**src/rtl/pacman_pkg.sv**
```systemverilog
// Shared direction encoding for the player front end and the movement block.
// Latency: none (constants and a pure function).
// Backpressure: none; consumers sample the one-hot encoding every clock.
//
// Contents: DIR_L/U/R/D one-hot constants (bit 3..0) and prio_pick(), which
// returns the highest-priority set bit of a request vector (L > U > R > D).
package pacman_pkg;

  localparam logic [3:0] DIR_L = 4'b1000;
  localparam logic [3:0] DIR_U = 4'b0100;
  localparam logic [3:0] DIR_R = 4'b0010;
  localparam logic [3:0] DIR_D = 4'b0001;

  function automatic logic [3:0] prio_pick(input logic [3:0] req);
    logic [3:0] pick;
    pick = 4'b0000;
    if (req[3])      pick = DIR_L;
    else if (req[2]) pick = DIR_U;
    else if (req[1]) pick = DIR_R;
    else if (req[0]) pick = DIR_D;
    return pick;
  endfunction

endpackage

```
**src/rtl/btn_conditioner_if.sv**
```systemverilog
// Bundle between the raw push-buttons and the conditioned direction request.
// Latency: wiring only.
// Backpressure: none; btn/press_evt are level/pulse outputs sampled every clock.
//
// Signals: btn_raw[3:0] raw buttons (L,U,R,D), btn[3:0] one-hot or zero
// direction request, press_evt[3:0] one-cycle pulse per accepted press.
// master = button side (drives btn_raw), slave = the conditioner.
interface btn_conditioner_if;

  logic [3:0] btn_raw;
  logic [3:0] btn;
  logic [3:0] press_evt;

  modport master (
    output btn_raw,
    input  btn,
    input  press_evt
  );

  modport slave (
    input  btn_raw,
    output btn,
    output press_evt
  );

endinterface

```
**src/rtl/debounce_bit.sv**
```systemverilog
// One button: two-flop synchronizer, debounce counter, debounced level, rise pulse.
// Latency: debounced level and rise pulse appear DEBOUNCE_CYCLES+1 edges after sync1 samples.
// Backpressure: none; free-running every clock.
//
// Ports: clk, rst (sync, active-high), raw (async input), s (debounced level),
// rise (registered one-cycle pulse when s goes 0->1).
module debounce_bit #(
  parameter int DEBOUNCE_CYCLES = 500000,
  parameter int CNT_W           = 20
) (
  input  logic clk,
  input  logic rst,
  input  logic raw,
  output logic s,
  output logic rise
);

  localparam logic [CNT_W-1:0] LAST = CNT_W'(DEBOUNCE_CYCLES - 1);

  logic             sync1;
  logic             sync2;
  logic [CNT_W-1:0] cnt;

  always_ff @(posedge clk) begin
    if (rst) begin
      sync1 <= 1'b0;
      sync2 <= 1'b0;
      s     <= 1'b0;
      cnt   <= '0;
      rise  <= 1'b0;
    end else begin
      sync1 <= raw;
      sync2 <= sync1;
      rise  <= 1'b0;
      // Any sample agreeing with the current level restarts the count, so a
      // new level is only accepted after an unbroken run; cnt never wraps
      // because it is cleared on acceptance.
      if (sync2 == s) begin
        cnt <= '0;
      end else if (cnt == LAST) begin
        s    <= sync2;
        cnt  <= '0;
        rise <= sync2;
      end else begin
        cnt <= cnt + CNT_W'(1);
      end
    end
  end

endmodule

```
**src/rtl/btn_conditioner.sv**
```systemverilog
// Conditions four raw direction buttons into a one-hot (or zero) direction request.
// Latency: press_evt at sync1-sample + DEBOUNCE_CYCLES + 1 edges, btn one edge later.
// Backpressure: none; outputs are refreshed every clock for the movement block.
//
// Ports: clk, rst (sync, active-high), bus (btn_conditioner_if.slave:
// btn_raw in, btn out, press_evt out). Bit order L,U,R,D = 3..0.
module btn_conditioner
  import pacman_pkg::*;
#(
  parameter int DEBOUNCE_CYCLES = 500000,
  parameter int CNT_W           = 20
) (
  input  logic                 clk,
  input  logic                 rst,
  btn_conditioner_if.slave     bus
);

  logic [3:0] s;
  logic [3:0] rise;
  logic [3:0] btn_q;
  logic [3:0] btn_nxt;

  for (genvar i = 0; i < 4; i++) begin : g_db
    debounce_bit #(
      .DEBOUNCE_CYCLES(DEBOUNCE_CYCLES),
      .CNT_W          (CNT_W)
    ) u_db (
      .clk (clk),
      .rst (rst),
      .raw (bus.btn_raw[i]),
      .s   (s[i]),
      .rise(rise[i])
    );
  end

  // Arbiter: a fresh press always takes over; otherwise, once the selected
  // button has been released, fall back to whatever is still held.
  always_comb begin
    btn_nxt = btn_q;
    if (rise != 4'b0000) begin
      btn_nxt = prio_pick(rise);
    end else if ((btn_q != 4'b0000) && ((s & btn_q) == 4'b0000)) begin
      btn_nxt = prio_pick(s);
    end
  end

  always_ff @(posedge clk) begin
    if (rst) begin
      btn_q <= 4'b0000;
    end else begin
      btn_q <= btn_nxt;
    end
  end

  assign bus.btn       = btn_q;
  assign bus.press_evt = rise;

endmodule
```
**src/flat_wrapper.sv**
```systemverilog
// flat-port wrapper written by rule: the top's interface ports become plain ports
module btn_conditioner_flat import pacman_pkg::*;
#(
  parameter int DEBOUNCE_CYCLES = 500000,
  parameter int CNT_W           = 20
)
  (clk, rst, bus_btn_raw, bus_btn, bus_press_evt);
  btn_conditioner_if bus_i ();
  input  logic clk;
  input  logic rst;
  input wire logic [$bits(bus_i.btn_raw)-1:0] bus_btn_raw;
  output wire logic [$bits(bus_i.btn)-1:0] bus_btn;
  output wire logic [$bits(bus_i.press_evt)-1:0] bus_press_evt;
  assign bus_i.btn_raw = bus_btn_raw;
  assign bus_btn = bus_i.btn;
  assign bus_press_evt = bus_i.press_evt;
  btn_conditioner #(.DEBOUNCE_CYCLES(DEBOUNCE_CYCLES), .CNT_W(CNT_W)) u_core (.clk(clk), .rst(rst), .bus(bus_i));
endmodule
```
**config.mk**
```make
export PLATFORM = sky130hd
export DESIGN_NAME = btn_conditioner_flat
export DESIGN_NICKNAME = d
export VERILOG_FILES = /design/src/rtl/pacman_pkg.sv /design/src/rtl/btn_conditioner_if.sv /design/src/rtl/debounce_bit.sv /design/src/rtl/btn_conditioner.sv /design/src/flat_wrapper.sv
export SDC_FILE = /design/constraint.sdc
export NUM_CORES = 1
export LEC_CHECK = 0
export CORE_ASPECT_RATIO = 0.6
export CORE_MARGIN = 2
export CORE_UTILIZATION = 60
export CTS_BUF_LIST = sky130_fd_sc_hd__clkbuf_4 sky130_fd_sc_hd__clkbuf_8
export DETAILED_ROUTE_END_ITERATION = 8
export PLACE_DENSITY = 0.78
export SKIP_CTS_REPAIR_TIMING = 1
export SYNTH_ARGS = -nofsm -noshare
export SYNTH_HDL_FRONTEND = slang
export SYNTH_SLANG_ARGS = --single-unit
```
**constraint.sdc**
```tcl
create_clock -name clk -period 2.4 [get_ports clk]
set_input_delay 0.72 -clock clk [delete_from_list [all_inputs] [get_ports clk]]
set_output_delay 0.72 -clock clk [all_outputs]
set_load 0.05 [all_outputs]
```
Word level (Yosys, flattened, before mapping)
Index checks and enable logic that the tools add are counted.

Bits in registers: 100. Bits of input ports: 6. Output and inout port bits: 8. Logic and storage cells: 69.

Add/subtract/negate cells: 4. Eq/ne operators: 8. Mux-type cells: 10. Bitwise gates (word level): 9. Reduce and logical (&&, ||, !) cells: 17.

Operators with widths (number): $add 20x1->20 const B (4); $eq 20x19->1 const B (4); $mux 4 (8); $reduce_or 3->1 (8); $not 1->1 (8); $reduce_and 2->1 (4); $reduce_bool 4->1 (2); $and 4x4->4 (1); $eq 1x1->1 (4); $logic_not 4->1 (1); $mux 1 (2); $reduce_bool 2->1 (1); $logic_and 1x1->1 (1).

Logic depth before layout (Yosys ltp)
Gate-level depths: netlist of run 1.

Depth in word-level cells: 6. Depth in mapped cells: 7. Gate-level depth less buffers: 5.

Cells and area by module
A second synthesis of run 1 with hierarchy kept.

Cells, all modules: 509. Area, all modules: 4629.4 um^2.

By module, submodules not included: debounce_bit (instances 4, cells each 120, area each 1086.0 um^2, seq. area each 480.5 um^2); btn_conditioner (instances 1, cells each 29, area each 285.3 um^2, seq. area each 80.1 um^2).

Worst setup path after synthesis of run 1
OpenSTA, ideal clock, no wires.

Path kind: register to register. Start: register u_core.g_db[0].u_db.cnt[0]. End: register u_core.g_db[0].u_db.cnt[10]. Setup time: 117 ps. Arrival: 1764 ps. Data required time: 2283 ps. Path slack: 519 ps. Cell stages (with the launch flop): 8. Buffers on the path: 2. Period minus slack after synthesis: 1881 ps. Cell sequence: dfxtp_1 ha_1 clkbuf_1 nor4bb_1 nand2b_1 o21bai_1 buf_2 nor2_1.

Word-level cells in the longest chain between the ends: 2. Elaborated cells between the ends (all ways): 3. Classes of those cells: add/sub (1); eq/ne (1); reduce/logical (1).

RTL lines: from (decl) (RTL line debounce_bit.sv:22) `logic [CNT_W-1:0] cnt;`; from (signal assigned) (RTL line debounce_bit.sv:45) `cnt <= cnt + CNT_W'(1);`; branches (longest 2 deep; another with $add 20x1->20).

Parallel ways; which one is timed is not known. A chain may end at the register's enable or synchronous reset.

Worst setup path in the final report of run 1
Start: register u_core.g_db[1].u_db.rise. End: output port bus_press_evt[1].

RTL lines: from (decl) (RTL line debounce_bit.sv:15) `output logic rise`; from (signal assigned) (RTL line debounce_bit.sv:43) `rise <= sync2;`; to (decl) (RTL line flat_wrapper.sv:13) `output wire logic [$bits(bus_i.press_evt)-1:0] bus_press_evt;`.

No word-level cell between the ends.

==> results of run 1 <==
metrics by stage:
stage | total power, mW | instances | hold slack, ns | instance area, um2 | setup slack (ns)
2_1_floorplan | 1.81 | 494 | 0.413 | 4390 | 0.519
3_3_place_gp | 1.85 | 585 | 0.422 | 4580 | 0.219
3_5_place_dp | 1.86 | 585 | 0.428 | 4580 | 0.115
4_1_cts | 2.92 | 601 | 0.449 | 4780 | 0.0304
5_1_grt | 3.00 | 601 | 0.466 | 4790 | 0.0197
6_report | 2.89 | 601 | 0.445 | 4790 | 0.0911
path summary, 6_finish.rpt:
path	end	from	cells after the start	slack, ns
max	bus_press_evt[1]	u_core.g_db[1].u_db.rise$_SDFF_PP0_	1	0.09
min reg2reg	u_core.g_db[0].u_db.sync2$_SDFF_PP0_	u_core.g_db[0].u_db.sync1$_SDFF_PP0_	1	0.45
max reg2reg	u_core.g_db[2].u_db.cnt[17]$_SDFF_PP0_	u_core.g_db[2].u_db.cnt[5]$_SDFF_PP0_	4	0.35
min	u_core.g_db[0].u_db.sync2$_SDFF_PP0_	u_core.g_db[0].u_db.sync1$_SDFF_PP0_	1	0.45
logic make-up after synthesis:
logic type               Yosys count  synth area share (%)
XOR/XNOR                          48                  9.58
AO/OA/AOI/OAI                     77                  10.6
multiplexers                       2                 0.456
AND/OR/NAND/NOR                  227                  29.1
buffers and inverters             36                  3.54
adder cells (fa/ha/maj)            4                  1.14
flip-flops                       100                  45.6
power breakdown:
group,internal (mW),leakage (nW),switching [mW]
sequential,1.67,0.807,0.0125
combinational,0.0486,0.585,0.0785
clock,0.508,0.0983,0.572
registers in the layout, summed over array words and instances, names as in the netlist:
signal / count
u_core.g_db.u_db.cnt: 80
u_core.bus.btn: 4
u_core.g_db.u_db.rise: 4
u_core.g_db.u_db.s: 4
u_core.g_db.u_db.sync1: 4
u_core.g_db.u_db.sync2: 4
per-layer routing:
metal	part of all wire, %	up-vias	track usage, %
li1	-	1810	-
met1	49	1693	31.7
met2	46	93	36.7
met3	5.1	2	7.90
met4	0.33	0	5.15
met5	0	-	0
cell usage in the layout (no fill, tap or decap), types with 10 or more instances in the layout:
master and n:
clkdlybuf4s50_1 10, nor2_1 58, nand2_1 19, nand3_1 27
clkbuf_8 10, o21ai_0 16, dfxtp_1 100, o31ai_1 16
nand4_1 23, xor2_1 32, or4_1 19, or3_1 18
and4_1 11, inv_1 18, xnor2_1 16, a21oi_1 32
area by class of cell:
type                    instances  area (um2)  area share [%]
multi-input cells             358        2230            46.6
flip-flops and latches        100        2000            41.8
repair buffers                 18         170            3.56
clock buffers                  10         138            2.88
well taps                      91         114            2.38
inverters                      18        67.6            1.41
clock inverters                 6        63.8            1.33
==> results.toml, run 1 <==
[global_routing]
grtUsageTotal_pct = 23.5
grt_max_degree = 20
antenna_found_initial = 0
grt_pass1_wl_mm = 15.2
grt_pass1_vias = 3299
overflow = 0

[detailed_routing]
via_count = 3598
avgRoutedWirePerCell_um = 14.8
postRouteAntennaNets = 0
via_per_inst = 5.99
drtPass1Iterations = 5
drt-total-wl_mm = 8.90
drc = 0
drtIter0Drc = 304

[timing]
fmax_mhz = 433
finalClockSkew_ns = 0.00905
rsz0062_at_grt = "false"
finalSetupViolCount = 0
tns_ns = 0
worst_pin_slew_ns = 0.872
min_period_ns = 2.31
max_slew_margin_pct = 41.4
finalHoldViolCount = 0
period_share_pct = 96.2
drv_slew = 0

[critical_path]
crit_path_end_kind = "output pin"
cpPeakStageDelay_ns = 0.83
slowest_stage = "clkdlybuf4s50_1"
path_max_fanout = 4
startpoint_type = "flip-flop"
crit_buf_inv = 1
worstPathCellList = "clkdlybuf4s50_1"
required_ns = 1.68
cp_data_arrival_time_ns = 1.59
critPathTopFamily = "buffers and inverters"
path_class = "flip-flop to output pin"

[power]
powerDensity_nw_per_um2 = 605
power_leakage_nw = 1.49
peakVddDrop_uv = 374

[logic_synthesis]
avgSynthCellArea_um2 = 8.88
ys_warn_count = 0
syn_nets = 504
synth.area.top_cells = "dfxtp_1, xor2_1, nor2_1, a21oi_1, nand4_1"
yosysMostFrequentCell = "dfxtp_1"
synth_edf_count = 0
ys_seq_area_share_pct = 45.6
ys_ff_latch = 100
synth_top_area_share_pct = 45.6
synthTopCellsByCount = "dfxtp_1, nor2_1, a21oi_1, xor2_1, nand3_1"
synth_ff_type = "dfxtp_1"
ys_async_sr_fraction_pct = 0
synth.distinct_cells = 40
synth_top_area_cell = "dfxtp_1"
syn-instance-count = 494
synth_area_um2 = 4390

[cts]
clkTransAtPathRegs_ns = 0.09
clock_path_buffers = 2
numCtsBuffers = 9
cts_root_buf = "clkbuf_8"
worst_skew_pair.late_latency_ns = 0.37
cts.sinks = 100
htree_levels = 3
cts_tree = "done"

[job]
cap_violations = 0

[die]
start_util_pct = 61.1
die_area_um2 = 8040
die_h_um = 70.2
core_um2 = 7180
rows = 24
ioPinCount = 14
die_w_um = 114

[layout]
syn_to_final_growth_pct = 9.07
drive_gt1_share_pct = 5.29
num-fill-cells = 574
final_core_util_pct = 66.7
diodes = 0
finish.net_count = 515

[hold_path]
hp-class = "flip-flop to flip-flop"

[place]
dpl.hpwl_mm = 6.30
place_congestion = 0.879
io_buffers = 13

[status]
status = "completed"
Note: power is estimated with default switching activity, not from simulation.
==> inputs of run 2 (changes only) <==
CORE_MARGIN = default   (was 2)
SLEW_MARGIN = 10   (was default)
==> results.toml, run 2 (synthesis gave the netlist of run 1 again) <==
[status]
status = "completed"

[power]
peakVddDrop_uv = 457
powerDensity_nw_per_um2 = 623
power.total_mw = 2.99
power_leakage_nw = 1.48

[timing]
finalSetupViolCount = 0
rsz0062_at_grt = "false"
drv_slew = 0
worst_pin_slew_ns = 0.754
max_slew_margin_pct = 49.3
finalHoldViolCount = 0
fin_hold_ws_ns = 0.447
min_period_ns = 2.36
setup_ws_ns = 0.0376
finalClockSkew_ns = 0.00938
tns_ns = 0
fmax_mhz = 423
period_share_pct = 98.4

[critical_path]
slowest_stage = "clkdlybuf4s50_1"
worstPathCellList = "clkdlybuf4s50_1"
path_max_fanout = 4
path_class = "flip-flop to output pin"
path_depth = 1
crit_path_end_kind = "output pin"
crit_buf_inv = 1
cp_data_arrival_time_ns = 1.64
required_ns = 1.68
cpPeakStageDelay_ns = 0.84
critPathLaunch = "u_core.g_db[1].u_db.rise$_SDFF_PP0_"
critPathTopFamily = "buffers and inverters"
startpoint_type = "flip-flop"
reg2reg_depth = 4
r2r_start = "u_core.g_db[2].u_db.cnt[13]$_SDFF_PP0_"

[global_routing]
grt_pass1_vias = 3251
grt_max_degree = 20
overflow = 0
antenna_found_initial = 0
grtUsageTotal_pct = 24.6
grt_pass1_wl_mm = 14.9

[cts]
clkTransAtPathRegs_ns = 0.09
clock_path_buffers = 2
worst_skew_pair.late_latency_ns = 0.37
cts.sinks = 100
numCtsBuffers = 9
htree_levels = 3
cts_root_buf = "clkbuf_8"
cts_tree = "done"

[place]
placed_area_um2 = 4580
dp_slack_ns = 0.309
dp_cells = 582
dpl.hpwl_mm = 6.08
place_congestion = 0.873
io_buffers = 13

[detailed_routing]
avgRoutedWirePerCell_um = 14.5
drt-total-wl_mm = 8.65
via_per_inst = 5.93
drtPass1Iterations = 4
drtIter0Drc = 277
via_count = 3545
postRouteAntennaNets = 0
drc = 0

[die]
die_area_um2 = 7670
ioPinCount = 14
die_h_um = 68.2
rows = 23
core_um2 = 6880
die_w_um = 112
start_util_pct = 63.8

[layout]
final_cells = 598
design_area_um2 = 4800
diodes = 0
mostFrequentLayoutCells = "dfxtp_1, nor2_1, xor2_1, a21oi_1, nand3_1"
drive_gt1_share_pct = 5.48
final_core_util_pct = 69.8
largest_register_ffs = 80
finish.net_count = 516
syn_to_final_growth_pct = 9.44
regMostFlops = "u_core.g_db.u_db.cnt"
layout_commonest_cell = "dfxtp_1"

[hold_path]
hp-class = "flip-flop to flip-flop"
whs_path_depth = 1
min_from = "u_core.g_db[3].u_db.sync1$_SDFF_PP0_"

[job]
cap_violations = 0
run 2: path summary, 6_finish.rpt:
kind,end,slack [ns]
setup / recovery,bus_press_evt[1],0.04
setup reg to reg,u_core.g_db[2].u_db.cnt[14]$_SDFF_PP0_,0.38
hold / removal,u_core.g_db[3].u_db.sync2$_SDFF_PP0_,0.45
hold reg to reg,u_core.g_db[3].u_db.sync2$_SDFF_PP0_,0.45
run 2: power breakdown:
| part | internal (mW) | leakage [nW] | switching, mW |
|---|---|---|---|
| Combinational | 0.0495 | 0.552 | 0.0751 |
| Clock | 0.622 | 0.116 | 0.559 |
| Sequential | 1.67 | 0.807 | 0.0137 |
| Total | 2.35 | 1.48 | 0.648 |
run 2: cell type report:
class                   instances  area, um2
inverters                      18       67.6
repair buffers                 19        173
flip-flops and latches        100       2000
fillers                       554       2080
clock buffers                  11        145
multi-input cells             358       2230
clock inverters                 5       75.1
well taps                      87        109
run 2: routing by layer:
| layer | track usage, % | vias to the layer above | part of all wire, % |
|---|---|---|---|
| li1 | - | 1795 | - |
| met1 | 32.7 | 1682 | 52 |
| met2 | 39.5 | 57 | 43 |
| met3 | 6.47 | 11 | 3.9 |
| met4 | 8.50 | 0 | 1.5 |
| met5 | 0 | - | 0 |
==> inputs of run 3 (changes only) <==
clock period = 2.25 ns   (was 2.4 ns; I/O delays follow)
==> results.toml, run 3 (synthesis gave the netlist of run 1 again) <==
[place]
dpl.hpwl_mm = 6.13
place_congestion = 0.839
io_buffers = 13

[layout]
final_core_util_pct = 69.9
diodes = 0
finish.net_count = 516
syn_to_final_growth_pct = 9.58
mostFrequentLayoutCells = "dfxtp_1, nor2_1, xor2_1, a21oi_1, nand3_1"
drive_gt1_share_pct = 6.07
layout_commonest_cell = "dfxtp_1"
num-fill-cells = 525
largest_register_ffs = 80
regMostFlops = "u_core.g_db.u_db.cnt"

[global_routing]
grtUsageTotal_pct = 24.0
grt_pass1_wl_mm = 14.4
antenna_found_initial = 0
grt_pass1_vias = 3082
overflow = 0
grt_max_degree = 20

[power]
power.total_mw = 3.19
peakVddDrop_uv = 379
powerDensity_nw_per_um2 = 663
power_leakage_nw = 1.54

[die]
rows = 23
die_h_um = 68.2
die_area_um2 = 7670
start_util_pct = 63.8
core_um2 = 6880
die_w_um = 112
ioPinCount = 14

[timing]
worst_pin_slew_ns = 0.854
drv_slew = 0
finalHoldViolCount = 0
fmax_mhz = 494
min_period_ns = 2.02
finalSetupViolCount = 0
max_slew_margin_pct = 42.6
tns_ns = 0
rsz0062_at_grt = "false"
finalClockSkew_ns = 0.00792
period_share_pct = 89.9

[detailed_routing]
drc = 0
via_count = 3588
avgRoutedWirePerCell_um = 14.7
via_per_inst = 6.00
drtPass1Iterations = 5
drt-total-wl_mm = 8.79
postRouteAntennaNets = 0
drtIter0Drc = 360

[hold_path]
hp-class = "flip-flop to flip-flop"
whs_path_depth = 1

[cts]
cts_tree = "done"
cts.sinks = 100
worst_skew_pair.late_latency_ns = 0.37
htree_levels = 3
numCtsBuffers = 9
cts_root_buf = "clkbuf_8"
clkTransAtPathRegs_ns = 0.09
clock_path_buffers = 2

[critical_path]
crit_top_cell = "or4_1"
path_class = "flip-flop to flip-flop"
crit_buf_inv = 0
crit_path_end_kind = "flip-flop"
startpoint_type = "flip-flop"
path_max_fanout = 9
worstPathCellList = "nand4_2 > or4_1 > or4_1 > a21oi_1"
critPathTopFamily = "simple AND/OR/NAND/NOR gates"
path_depth = 4
reg2reg_depth = 4
required_ns = 2.54
slowest_stage = "or4_1"
cp_data_arrival_time_ns = 2.32
cpPeakStageDelay_ns = 0.69

[job]
cap_violations = 0

[status]
status = "completed"
==> run 3: final cells by class <==
cell class	count	area, um2	share of cell area [%]
Clock buffer	9	124	2.58
Multi-Input combinational cell	358	2230	46.4
Clock inverter	7	100	2.08
Timing Repair Buffer	19	175	3.64
Inverter	18	67.6	1.41
Sequential cell	100	2000	41.6
Tap cell	87	109	2.26
==> run 3: worst paths after layout <==
check                                        startpoint                                     end  slack [ns]
hold reg to reg    u_core.g_db[3].u_db.sync1$_SDFF_PP0_    u_core.g_db[3].u_db.sync2$_SDFF_PP0_        0.44
setup reg to reg  u_core.g_db[2].u_db.cnt[5]$_SDFF_PP0_  u_core.g_db[2].u_db.cnt[19]$_SDFF_PP0_        0.23
setup / recovery  u_core.g_db[2].u_db.cnt[5]$_SDFF_PP0_  u_core.g_db[2].u_db.cnt[19]$_SDFF_PP0_        0.23
hold / removal     u_core.g_db[3].u_db.sync1$_SDFF_PP0_    u_core.g_db[3].u_db.sync2$_SDFF_PP0_        0.44
==> run 3: worst register-to-register path: cells and delay by family, from the launching register on <==
family,cells,cell delay (ns)
simple gates,3,1.35
flops,1,0.47
compound gates,1,0.15
==> run 3: metrics by stage <==
step                instances  setup WS [ns]  area (um2)  hold WS, ns
detailed placement        582          0.211        4570        0.422
global route              598          0.126        4810        0.461
CTS                       598        -0.0416        4800        0.447
floorplan                 494          0.369        4390        0.413
global placement          582          0.281        4570        0.420
finish                    598          0.226        4810        0.443
==> run 3: metal layers <==
layer	up-vias	global-route usage, %	part of all wire, %
met5	-	0	0
met4	0	6.50	1.0
met3	10	7.17	3.4
met2	55	38.2	45
met1	1717	32.2	50
li1	1806	-	-
==> run 3: power by group <==
part / switching [mW] / internal, mW / leakage [nW]
Sequential: 0.0138 / 1.79 / 0.807
Clock: 0.622 / 0.631 / 0.102
Combinational: 0.0835 / 0.0511 / 0.629
